File: src/rtl/piso_serializer_if.sv
// rtl/piso_serializer_if.sv - Load handshake and serial output bundle for piso_serializer.
interface piso_serializer_if #(
  parameter int SIZE = 256
);
  logic [SIZE-1:0] p_in;
  logic            load_valid;
  logic            load_ready;
  logic            hold;
  logic            s_out;
  logic            shift_out;
  logic            busy;
  logic            done;

  modport master (
    output p_in, load_valid, hold,
    input  load_ready, s_out, shift_out, busy, done
  );

  modport slave (
    input  p_in, load_valid, hold,
    output load_ready, s_out, shift_out, busy, done
  );
endinterface

File: src/rtl/piso_serializer.sv
// rtl/piso_serializer.sv - Parallel-in serial-out shifter, MSB first, with hold and done pulse.
module piso_serializer #(
  parameter int SIZE = 256
) (
  input  logic              clk,
  input  logic              reset,
  piso_serializer_if.slave  bus
);

  localparam int CW = $clog2(SIZE + 1);

  typedef enum logic {
    IDLE  = 1'b0,
    SHIFT = 1'b1
  } state_t;

  state_t          r_state;
  state_t          w_next_state;
  logic [SIZE-1:0] r_shreg;
  logic [CW-1:0]   r_cnt;
  logic            r_done;
  logic            w_load_ready;
  logic            w_shift_out;
  logic            w_accept;
  logic            w_advance;
  logic            w_last;

  always_ff @(posedge clk) begin
    if (reset) begin
      r_state <= IDLE;
    end else begin
      r_state <= w_next_state;
    end
  end

  // Reset gates load_ready so a word offered during reset is never taken.
  always_comb begin
    w_next_state = r_state;
    w_load_ready = 1'b0;
    w_shift_out  = 1'b0;
    w_accept     = 1'b0;
    w_advance    = 1'b0;
    w_last       = 1'b0;
    case (r_state)
      IDLE: begin
        w_load_ready = !reset;
        w_accept     = bus.load_valid && !reset;
        if (w_accept) begin
          w_next_state = SHIFT;
        end
      end
      SHIFT: begin
        w_shift_out = !bus.hold;
        w_advance   = !bus.hold;
        w_last      = w_advance && (r_cnt == CW'(1));
        if (w_last) begin
          w_next_state = IDLE;
        end
      end
      default: w_next_state = IDLE;
    endcase
  end

  always_ff @(posedge clk) begin
    if (reset) begin
      r_shreg <= '0;
      r_cnt   <= '0;
      r_done  <= 1'b0;
    end else begin
      r_done <= w_last;
      if (w_accept) begin
        r_shreg <= bus.p_in;
        r_cnt   <= CW'(SIZE);
      end else if (w_advance) begin
        r_shreg <= {r_shreg[SIZE-2:0], 1'b0};
        r_cnt   <= r_cnt - CW'(1);
      end
    end
  end

  assign bus.s_out      = r_shreg[SIZE-1];
  assign bus.shift_out  = w_shift_out;
  assign bus.busy       = (r_state == SHIFT);
  assign bus.done       = r_done;
  assign bus.load_ready = w_load_ready;

endmodule

File: src/flat_wrapper.sv
// flat-port wrapper written by rule: the top's interface ports become plain ports
module piso_serializer_flat 
#(
  parameter int SIZE = 256
)
  (clk, reset, bus_p_in, bus_load_valid, bus_hold, bus_load_ready, bus_s_out, bus_shift_out, bus_busy, bus_done);
  piso_serializer_if #(.SIZE(SIZE)) bus_i ();
  input  logic clk;
  input  logic reset;
  input wire logic [$bits(bus_i.p_in)-1:0] bus_p_in;
  input wire logic [$bits(bus_i.load_valid)-1:0] bus_load_valid;
  input wire logic [$bits(bus_i.hold)-1:0] bus_hold;
  output wire logic [$bits(bus_i.load_ready)-1:0] bus_load_ready;
  output wire logic [$bits(bus_i.s_out)-1:0] bus_s_out;
  output wire logic [$bits(bus_i.shift_out)-1:0] bus_shift_out;
  output wire logic [$bits(bus_i.busy)-1:0] bus_busy;
  output wire logic [$bits(bus_i.done)-1:0] bus_done;
  assign bus_i.p_in = bus_p_in;
  assign bus_i.load_valid = bus_load_valid;
  assign bus_i.hold = bus_hold;
  assign bus_load_ready = bus_i.load_ready;
  assign bus_s_out = bus_i.s_out;
  assign bus_shift_out = bus_i.shift_out;
  assign bus_busy = bus_i.busy;
  assign bus_done = bus_i.done;
  piso_serializer #(.SIZE(SIZE)) u_core (.clk(clk), .reset(reset), .bus(bus_i));
endmodule
File: config.mk
export PLATFORM = sky130hd
export DESIGN_NAME = piso_serializer_flat
export DESIGN_NICKNAME = d
export VERILOG_FILES = /design/src/rtl/piso_serializer_if.sv /design/src/rtl/piso_serializer.sv /design/src/flat_wrapper.sv
export SDC_FILE = /design/constraint.sdc
export NUM_CORES = 1
export LEC_CHECK = 0
export BUFFER_PORTS_ARGS = -buffer_cell sky130_fd_sc_hd__buf_2
export CELL_PAD_IN_SITES_DETAIL_PLACEMENT = 0
export CELL_PAD_IN_SITES_GLOBAL_PLACEMENT = 1
export CORE_UTILIZATION = 39
export CTS_CLUSTER_DIAMETER = 150
export DETAILED_ROUTE_END_ITERATION = 8
export HOLD_SLACK_MARGIN = 0.12
export PLACE_DENSITY_LB_ADDON = 0.1
export RECOVER_POWER = 25
export SYNTH_ARGS = -nofsm -noshare
export SYNTH_HDL_FRONTEND = slang
export SYNTH_SLANG_ARGS = --single-unit
File: constraint.sdc
create_clock -name clk -period 1.7 [get_ports clk]
set_input_delay 0.17 -clock clk [delete_from_list [all_inputs] [get_ports clk]]
set_output_delay 0.17 -clock clk [all_outputs]
set_load 0.01 [all_outputs]
==> results of run 1 <==
==> critical path, cell delays in order <==
cell           delay, ns
dlygate4sd3_1       0.53
buf_2               0.15
or3b_4              0.32
buf_16              0.45
nor2_1              0.12
a311oi_2            0.27
==> power breakdown <==
part | switching (mW) | internal, mW | leakage [nW]
Clock | 2.52 | 3.72 | 0.465
Combinational | 1.23 | 1.18 | 3.67
Sequential | 0.270 | 6.79 | 2.19
Total | 4.02 | 11.7 | 6.33
==> cells in the mapped netlist <==
library cell and n:
nor3b_1 1, or4b_1 1, and3_1 1, nand3_1 3
or4b_4 1, nor4_1 2, clkbuf_1 103, o21ai_1 1
or3b_2 1, a311oi_1 253, nor2b_1 1, or3_1 2
clkinv_2 1, o21ai_0 3, o31ai_1 2, a22oi_1 2
nand2b_1 1, buf_2 37, a21oi_1 9, nand2_1 510
inv_1 5, ha_1 2, o311ai_0 1, a211oi_1 1
xor2_1 1, or4_1 2, or2_1 1, buf_1 3
o41ai_1 1, buf_4 1, or4bb_1 1, nand3b_1 1
dfxtp_1 267, o31a_1 1, nor2_1 259, or2_2 1
==> through the flow <==
step,util [%],instance area (sq um),TNS [ns],setup slack [ns]
final,57.7,16600,0,0.0272
after global routing,57.7,16600,-0.320,-0.0494
after CTS,57.4,16500,0,0.00241
after detailed placement,45.1,13000,0,0.00252
after global placement,45.1,13000,0,0.0559
after floorplan,-,11400,0,0.0619
==> repair_timing <==
action,4_1_cts,5_1_grt
pin swaps,0,45
hold endpoints to repair,259,0
gates resized for setup,3,10
cloned,0,2
hold buffers,258,0
setup buffers,0,1
endpoints found under the setup margin,5,94
==> cells by family after synthesis <==
kind of cell    count (synthesis)
fa+ha+maj                       2
flops                         267
simple gates                  789
buf+inv                       150
compound gates                274
xor+xnor                        1
==> layout make-up <==
class	instances	area (sq um)	share of cell area [%]
Multi-Input combinational cell	1066	5430	32.8
Antenna cell	1	2.50	0.0151
Tap cell	384	480	2.90
Timing Repair Buffer	545	4310	26.0
Inverter	6	48.8	0.294
Clock buffer	44	852	5.14
Timing Repair inverter	1	11.3	0.0680
Sequential cell	267	5350	32.3
Clock inverter	7	85.1	0.513
==> metal layers <==
layer | vias up | GRT usage [%]
met5 | - | 0
met4 | 0 | 6.05
met3 | 60 | 3.56
met2 | 297 | 33.3
met1 | 5472 | 31.2
li1 | 6026 | -
==> flip-flops by register name, indices dropped and copies added, names as in the netlist <==
name	flops
u_core.bus.busy	1
u_core.bus.done	1
u_core.r_cnt	9
u_core.r_shreg	256
==> how the worst max path moves through the flow <==
stage                          endpoint  slack, ns  cells past startpoint
global placement     u_core.r_shreg[70]       0.06                      4
global route        u_core.r_shreg[177]      -0.05                      6
finish              u_core.r_shreg[177]       0.03                      6
detailed placement   u_core.r_shreg[78]      0.003                      4
CTS                       bus_shift_out      0.002                      5
floorplan               u_core.r_cnt[7]       0.06                      3
==> flow_summary.ini, run 1 <==
[outcome]
outcome = complete, no violations

[power]
irDropWorstVdd_uv = 707
p_leak_nw = 6.33
total_power_mw = 15.7
power_density_nw_per_um2 = 948

[synth]
synth_mux_area_share_pct = 0
yosysWarningCount = 0
synth-simple-area-share_pct = 26.7
synth_fa_ha_area_share_pct = 0.220
netlist_area_sq_um = 11400
yosysSeqAreaShare_pct = 47.0
synth_compound_area_share_pct = 20.6
synth.distinct_cells = 36
synth_xor_area_share_pct = 0.0770
syn_inst = 1483
synth_top_area_share_pct = 47.0
synth_area_leaders = dfxtp_1 47%, a311oi_1 19%, nand2_1 17%
synth_top_cell_by_area = dfxtp_1
postSynthAreaPerCell_sq_um = 7.67
ys_ff_latch = 267
synth_top_family_by_area = simple AND/OR/NAND/NOR gates
syn_nets = 1745

[timing]
slew_headroom_pct = 58.7
grt_setup_unrepaired = true
max_freq_ghz = 0.598
tightest_slew_ns = 0.620
worst_hold_slack_ns = 0.194
fin_skew_ns = 0.00472
hold_violations = 0
finalMaxSlewViolations = 0
fin_crit_ns = 1.67
finalSetupViolCount = 0
fin_crit_sh_pct = 98.4

[floorplan]
fp.coreArea_sq_um = 28700
die_height_microns = 173
num_io_pins = 265
fp.dieArea_sq_um = 29800
start_util_pct = 39.6
die_w_microns = 173
rows = 62

[drt]
vias_per_cell = 5.11
wl_per_cell_microns = 14.6
wl_met3_microns = 1690
routed_wl_microns = 34000
top_layer_used = met4
drt_iter0_drc = 880
num_vias = 11900
drtPass1Iterations = 5
wl_met2_microns = 15200
drt-met1-wl_microns = 16300
drc = 0
ant_nets = 0

[cts]
clock_latency_ns = 0.53
clkTransAtPathRegs_ns = 0.06
cts_root_buf = clkbuf_16
cts_buffers = 29
tritoncts = built
cts_buffer_depth = 3
cts.sinks = 267
cts_max_level = 1

[finish]
drive_gt1_share_pct = 17.5
fillCellCount = 2664
area_growth_pct = 45.8
final_nets = 2178
mostFrequentLayoutCell = nand2_1
finalNonFillerCells = 2321
final_cell_mix = 510 x nand2_1, 266 x dfxtp_1, 259 x buf_2

[setup_path]
cp_max_fo = 159
critPathLaunchType = primary input
reg2reg_depth = 4
r2r_end = u_core.r_shreg[177]
reg2reg_setup_slack_ns = 0.04
cp-end-kind = flip-flop
arrival_ns = 2.12
crit_path_start = bus_load_valid
timing.rr.start = u_core.bus.busy
criticalPathCategory = primary input to flip-flop
crit_required_ns = 2.14

[global_routing]
gr-total-overflow = 0
grt_usage_pct = 21.6
antenna_found_initial = 1
grt_pass1_wl_microns = 55400
grt_pass1_vias = 11200
grt_max_degree = 163

[worst_hold_path]
min_to = u_core.r_shreg[0]
hold_path.startpoint = reset
min_path_type = primary input to flip-flop
hold-path-cell-count = 3

[place]
place_hpwl_microns = 18100
dp.cells = 2009
port_buffers = 264
gp_congestion = 0.737

[job]
drv_cap = 0
(Power assumes the default switching activity.)
==> run 2, diff against run 1 <==
==> constraint.sdc (replaced) <==
create_clock -name clk -period 1.64 [get_ports clk]
set_input_delay 0.164 -clock clk [delete_from_list [all_inputs] [get_ports clk]]
set_output_delay 0.164 -clock clk [all_outputs]
set_load 0.01 [all_outputs]
==> run 2 against run 1 <==
First-iteration DRC count shrank 3.3%. Register-to-register slack better by 0.03 ns. Largest power group unchanged. Clock power rose by 13%. Final area rose by 3.6%. Total power rose by 8.5%. Sequential cell count stayed put.
==> flow_summary.ini, run 2 (synthesized netlist as in run 1, its figures left out) <==
[drt]
drc = 0
drt_iter0_drc = 851
routed_wl_microns = 34700
vias_per_cell = 5.13
drtPass1Iterations = 5
wl_per_cell_microns = 14.8
num_vias = 12100
ant_nets = 0

[global_routing]
grt_pass1_vias = 11400
grt_max_degree = 113
antenna_found_initial = 2
gr-total-overflow = 0
grt_pass1_wl_microns = 56000
grt_usage_pct = 21.8

[setup_path]
reg2reg_setup_slack_ns = 0.07
crit_required_ns = 1.48
cp_max_fo = 4
crit_path_start = u_core.bus.busy
critPathLaunchType = flip-flop
reg2reg_depth = 3
timing.rr.start = u_core.r_cnt[1]
endpoint = bus_shift_out
max_stage_delay_ns = 0.33
worstPathCellList = buf_4 > nand2b_4 > inv_8 > buf_16 > buf_6
r2r_end = u_core.r_cnt[7]
cp-end-kind = output pin
criticalPathCategory = flip-flop to output pin
arrival_ns = 1.41
critPathSlowestCell = dfxtp_2

[finish]
largest_reg_flops = 256
mostFrequentLayoutCell = nand2_1
final_nets = 2200
drive_gt1_share_pct = 19.4
max_flop_register = u_core.r_shreg
final_cell_mix = 510 x nand2_1, 266 x dfxtp_1, 260 x buf_2
top_regs = u_core.r_shreg x256, u_core.r_cnt x9
area_growth_pct = 51.0
fillCellCount = 2564

[floorplan]
die_w_microns = 173
start_util_pct = 39.6
fp.coreArea_sq_um = 28700
num_io_pins = 265
fp.dieArea_sq_um = 29800
die_height_microns = 173
rows = 62

[timing]
slew_headroom_pct = 66.7
setup_ws_ns = 0.0610
fin_crit_sh_pct = 96.3
fin_crit_ns = 1.58
finalMaxSlewViolations = 0
hold_violations = 0
tns_ns = 0
fin_skew_ns = 0.00808
grt_setup_unrepaired = true
tightest_slew_ns = 0.500
max_freq_ghz = 0.633
finalSetupViolCount = 0

[power]
irDropWorstVdd_uv = 777
power_density_nw_per_um2 = 993
p_leak_nw = 6.62

[place]
port_buffers = 264
gp_congestion = 0.729
dpl_worst_slack_ns = 0.0387
place_hpwl_microns = 18700

[cts]
cts.sinks = 267
cts_buffers = 31
cts_root_buf = clkbuf_16
tritoncts = built
cts_buffer_depth = 3
clkTransAtPathRegs_ns = 0.06
cts_max_level = 1
clock_latency_ns = 0.54

[outcome]
outcome = complete, no violations

[job]
drv_cap = 0

[worst_hold_path]
min_path_type = primary input to flip-flop
-- run 2: cell types whose count changed in the layout (fill, tap and decap cells not counted), sizes merged --
cell,change
clkbuf,+2
diode,+1
buf,+16
bufinv,+1
clkinvlp,+2
bufbuf,+2
clkinv,+3
-- run 2: cell type report --
cell class                      count  area (sq um)  area share [%]
Clock buffer                       43           901            5.25
Inverter                            6          30.0           0.175
Timing Repair Buffer              566          4730            27.5
Tap cell                          384           480            2.80
Clock inverter                     14           150           0.875
Antenna cell                        2          5.00          0.0292
Sequential cell                   267          5350            31.1
Multi-Input combinational cell   1066          5530            32.2
-- run 2: how the worst min path moves through the flow --
stage | startpoint | end | cells past startpoint
6_report | reset | u_core.r_shreg[0] | 3
5_1_grt | reset | u_core.r_shreg[0] | 3
4_1_cts | reset | u_core.r_shreg[0] | 3
3_5_place_dp | bus_p_in[0] | u_core.r_shreg[0] | 3
3_3_place_gp | bus_p_in[0] | u_core.r_shreg[0] | 3
2_1_floorplan | bus_p_in[0] | u_core.r_shreg[0] | 2
-- run 2: metrics by stage --
stage	instance area (sq um)	cells	hold slack (ns)	power [mW]	utilization [%]
global placement	13200	2021	0.424	9.47	45.9
floorplan	11400	1483	0.300	8.66	-
detailed placement	13200	2021	0.430	9.49	45.9
global route	17200	2348	0.215	17.8	59.8
CTS	17000	2343	0.158	17.1	59.1
finish	17200	2348	0.179	17.1	59.8
-- run 2: worst max-delay path: cells and delay by family (launching register included) --
family	cells	cell delay, ns
buf+inv	4	0.42
flops	1	0.33
simple gates	1	0.11
-- run 2: power breakdown --
group          internal (mW)  total, mW  switching, mW
logic                   1.37       2.70           1.33
registers               7.04       7.32          0.277
clock network           4.28       7.04           2.76
total                   12.7       17.1           4.36
-- run 2: what timing repair did --
action                     CTS  global route
setup endpoints to repair    1           149
setup buffers                5             0
gates resized for setup      5            21
hold endpoints to repair   260             0
cloned                       2             3
hold buffers               258             0
-- run 2: layer usage --
metal / track usage [%] / routed length, microns / vias up
li1: - / - / 6083
met1: 30.4 / 16600 / 5601
met2: 34.8 / 15700 / 305
met3: 3.28 / 1510 / 63
met4: 6.38 / 857 / 0
met5: 0 / 0 / -
==> run 3, diff against run 2 <==
--- a/config.mk
+++ b/config.mk
@@ -8,7 +8,7 @@
 export BUFFER_PORTS_ARGS = -buffer_cell sky130_fd_sc_hd__buf_2
 export CELL_PAD_IN_SITES_DETAIL_PLACEMENT = 0
 export CELL_PAD_IN_SITES_GLOBAL_PLACEMENT = 1
-export CORE_UTILIZATION = 39
+export CORE_UTILIZATION = 30
 export CTS_CLUSTER_DIAMETER = 150
 export DETAILED_ROUTE_END_ITERATION = 8
 export HOLD_SLACK_MARGIN = 0.12
==> run 3 against run 2 <==
Die area grew 30%. Clock power grew 2%. Core utilization shrank 12 points. Wire length grew 6.4%. Total power grew 1.6%. Final area grew 2.1%. Highest routed layer unchanged.
==> flow_summary.ini, run 3 (synthesized netlist as in run 1, its figures left out) <==
[drt]
num_vias = 12000
ant_nets = 0
drtPass1Iterations = 5
drt_iter0_drc = 595
wl_per_cell_microns = 14.9
vias_per_cell = 4.82
routed_wl_microns = 36900
drc = 0

[setup_path]
cp-end-kind = output pin
critPathSlowestCell = dfxtp_2
worstPathCellList = buf_4 > nand2b_4 > inv_12 > buf_16 > buf_6
crit_required_ns = 1.48
criticalPathCategory = flip-flop to output pin
cp_num_buf_inv = 4
cp_max_fo = 4
critPathTopFamily = buffers and inverters
max_stage_delay_ns = 0.33
timing.rr.start = u_core.r_cnt[1]
crit_path_start = u_core.bus.busy
critPathLaunchType = flip-flop
arrival_ns = 1.43

[cts]
cts_max_level = 1
cts_buffer_depth = 3
cts_root_buf = clkbuf_16
cts.sinks = 267
clock_latency_ns = 0.56
cts_buffers = 31
clkTransAtPathRegs_ns = 0.06
tritoncts = built

[floorplan]
die_w_microns = 197
start_util_pct = 30.8
num_io_pins = 265
die_height_microns = 197
fp.dieArea_sq_um = 38700
fp.coreArea_sq_um = 37000
rows = 70

[place]
gp_congestion = 0.733
dp.cells = 2159
place_area_sq_um = 13400
dpl_worst_slack_ns = 0.0360
place_hpwl_microns = 21300
port_buffers = 264

[finish]
max_flop_register = u_core.r_shreg
final_cell_mix = 510 x nand2_1, 266 x dfxtp_1, 259 x nor2_1, 259 x dlygate4sd3_1, 259 x buf_2
final_nets = 2221
ff_latch_area_sq_um = 5350
final_util_pct = 47.4
drive_gt1_share_pct = 19.8
largest_reg_flops = 256
finalNonFillerCells = 2488
mostFrequentLayoutCell = nand2_1
fillCellCount = 3642
area_growth_pct = 54.2
top_regs = u_core.r_shreg x256, u_core.r_cnt x9
design_area_sq_um = 17500
multi_input_area_sq_um = 5500

[timing]
tns_ns = 0
fin_crit_ns = 1.59
finalMaxSlewViolations = 0
fin_crit_sh_pct = 97.0
slew_headroom_pct = 52.1
finalSetupViolCount = 0
setup_ws_ns = 0.0484
fin_skew_ns = 0.0120
grt_setup_unrepaired = true
hold_violations = 0
tightest_slew_ns = 0.718
max_freq_ghz = 0.628

[global_routing]
grt_pass1_vias = 11400
grt_max_degree = 133
antenna_found_initial = 3
grt_pass1_wl_microns = 57800
grt_usage_pct = 17.8
gr-total-overflow = 0

[outcome]
outcome = complete, no violations

[power]
p_int_mw = 12.9
switching_share_pct = 25.5
power_density_nw_per_um2 = 988
power_switching_mw = 4.42
combPwrFrac_pct = 16.1
seq_power_share_pct = 42.2
clockPowerShare_pct = 41.6
p_leak_nw = 6.73
irDropWorstVdd_uv = 738

[worst_hold_path]
hold_path.startpoint = bus_p_in[165]
min_path_type = primary input to flip-flop

[job]
drv_cap = 0
[run 3: routing by layer]
metal | global-route usage, % | share of wire [%]
met3 | 2.38 | 4.2
met4 | 4.48 | 2.2
met1 | 25.5 | 49
met2 | 28.0 | 45
met5 | 0 | 0
[run 3: worst paths after layout]
kind | endpoint | slack [ns] | cells past startpoint
worst max-delay path | bus_shift_out | 0.05 | 5
worst min-delay path | u_core.r_shreg[165] | 0.43 | 4
worst min register to register | u_core.r_shreg[186] | 0.47 | 2
worst max register to register | u_core.r_cnt[7] | 0.06 | 3
[run 3: worst reg2reg max path: cells and delay by family (launching register included)]
kind            cells  cell delay, ns
flops               1            0.32
compound gates      1            0.16
simple gates        2            1.02
[run 3: repair_timing]
action | 4_1_cts | 5_1_grt
endpoints found under the hold margin | 261 | 0
pin swaps | 0 | 2
buffers inserted | 5 | 0
gates cloned | 1 | 6
hold buffers | 259 | 0
endpoints found under the setup margin | 1 | 141
resized for setup | 8 | 28
[run 3: metrics by stage]
stage	hold WS [ns]	power [mW]
6_report	0.432	17.3
5_1_grt	0.425	18.2
4_1_cts	0.384	17.4
3_5_place_dp	0.437	9.57
3_3_place_gp	0.430	9.57
2_1_floorplan	0.300	8.66
[run 3: power by group through the flow]
stage	Clock, mW	Combinational [mW]	Sequential, mW
after global routing	7.71	3.09	7.38
after global placement	0	2.12	7.45
after detailed placement	0	2.13	7.44
after CTS	7.45	2.67	7.31
after floorplan	0	1.27	7.38
final	7.21	2.79	7.32
[run 3: cell type report]
cell class	instances	area share [%]
Antenna cell	3	0.0428
Timing Repair Buffer	587	28.2
Clock inverter	10	0.899
Tap cell	504	3.60
Multi-Input combinational cell	1066	31.4
Sequential cell	267	30.5
Inverter	6	0.200
Clock buffer	45	5.18
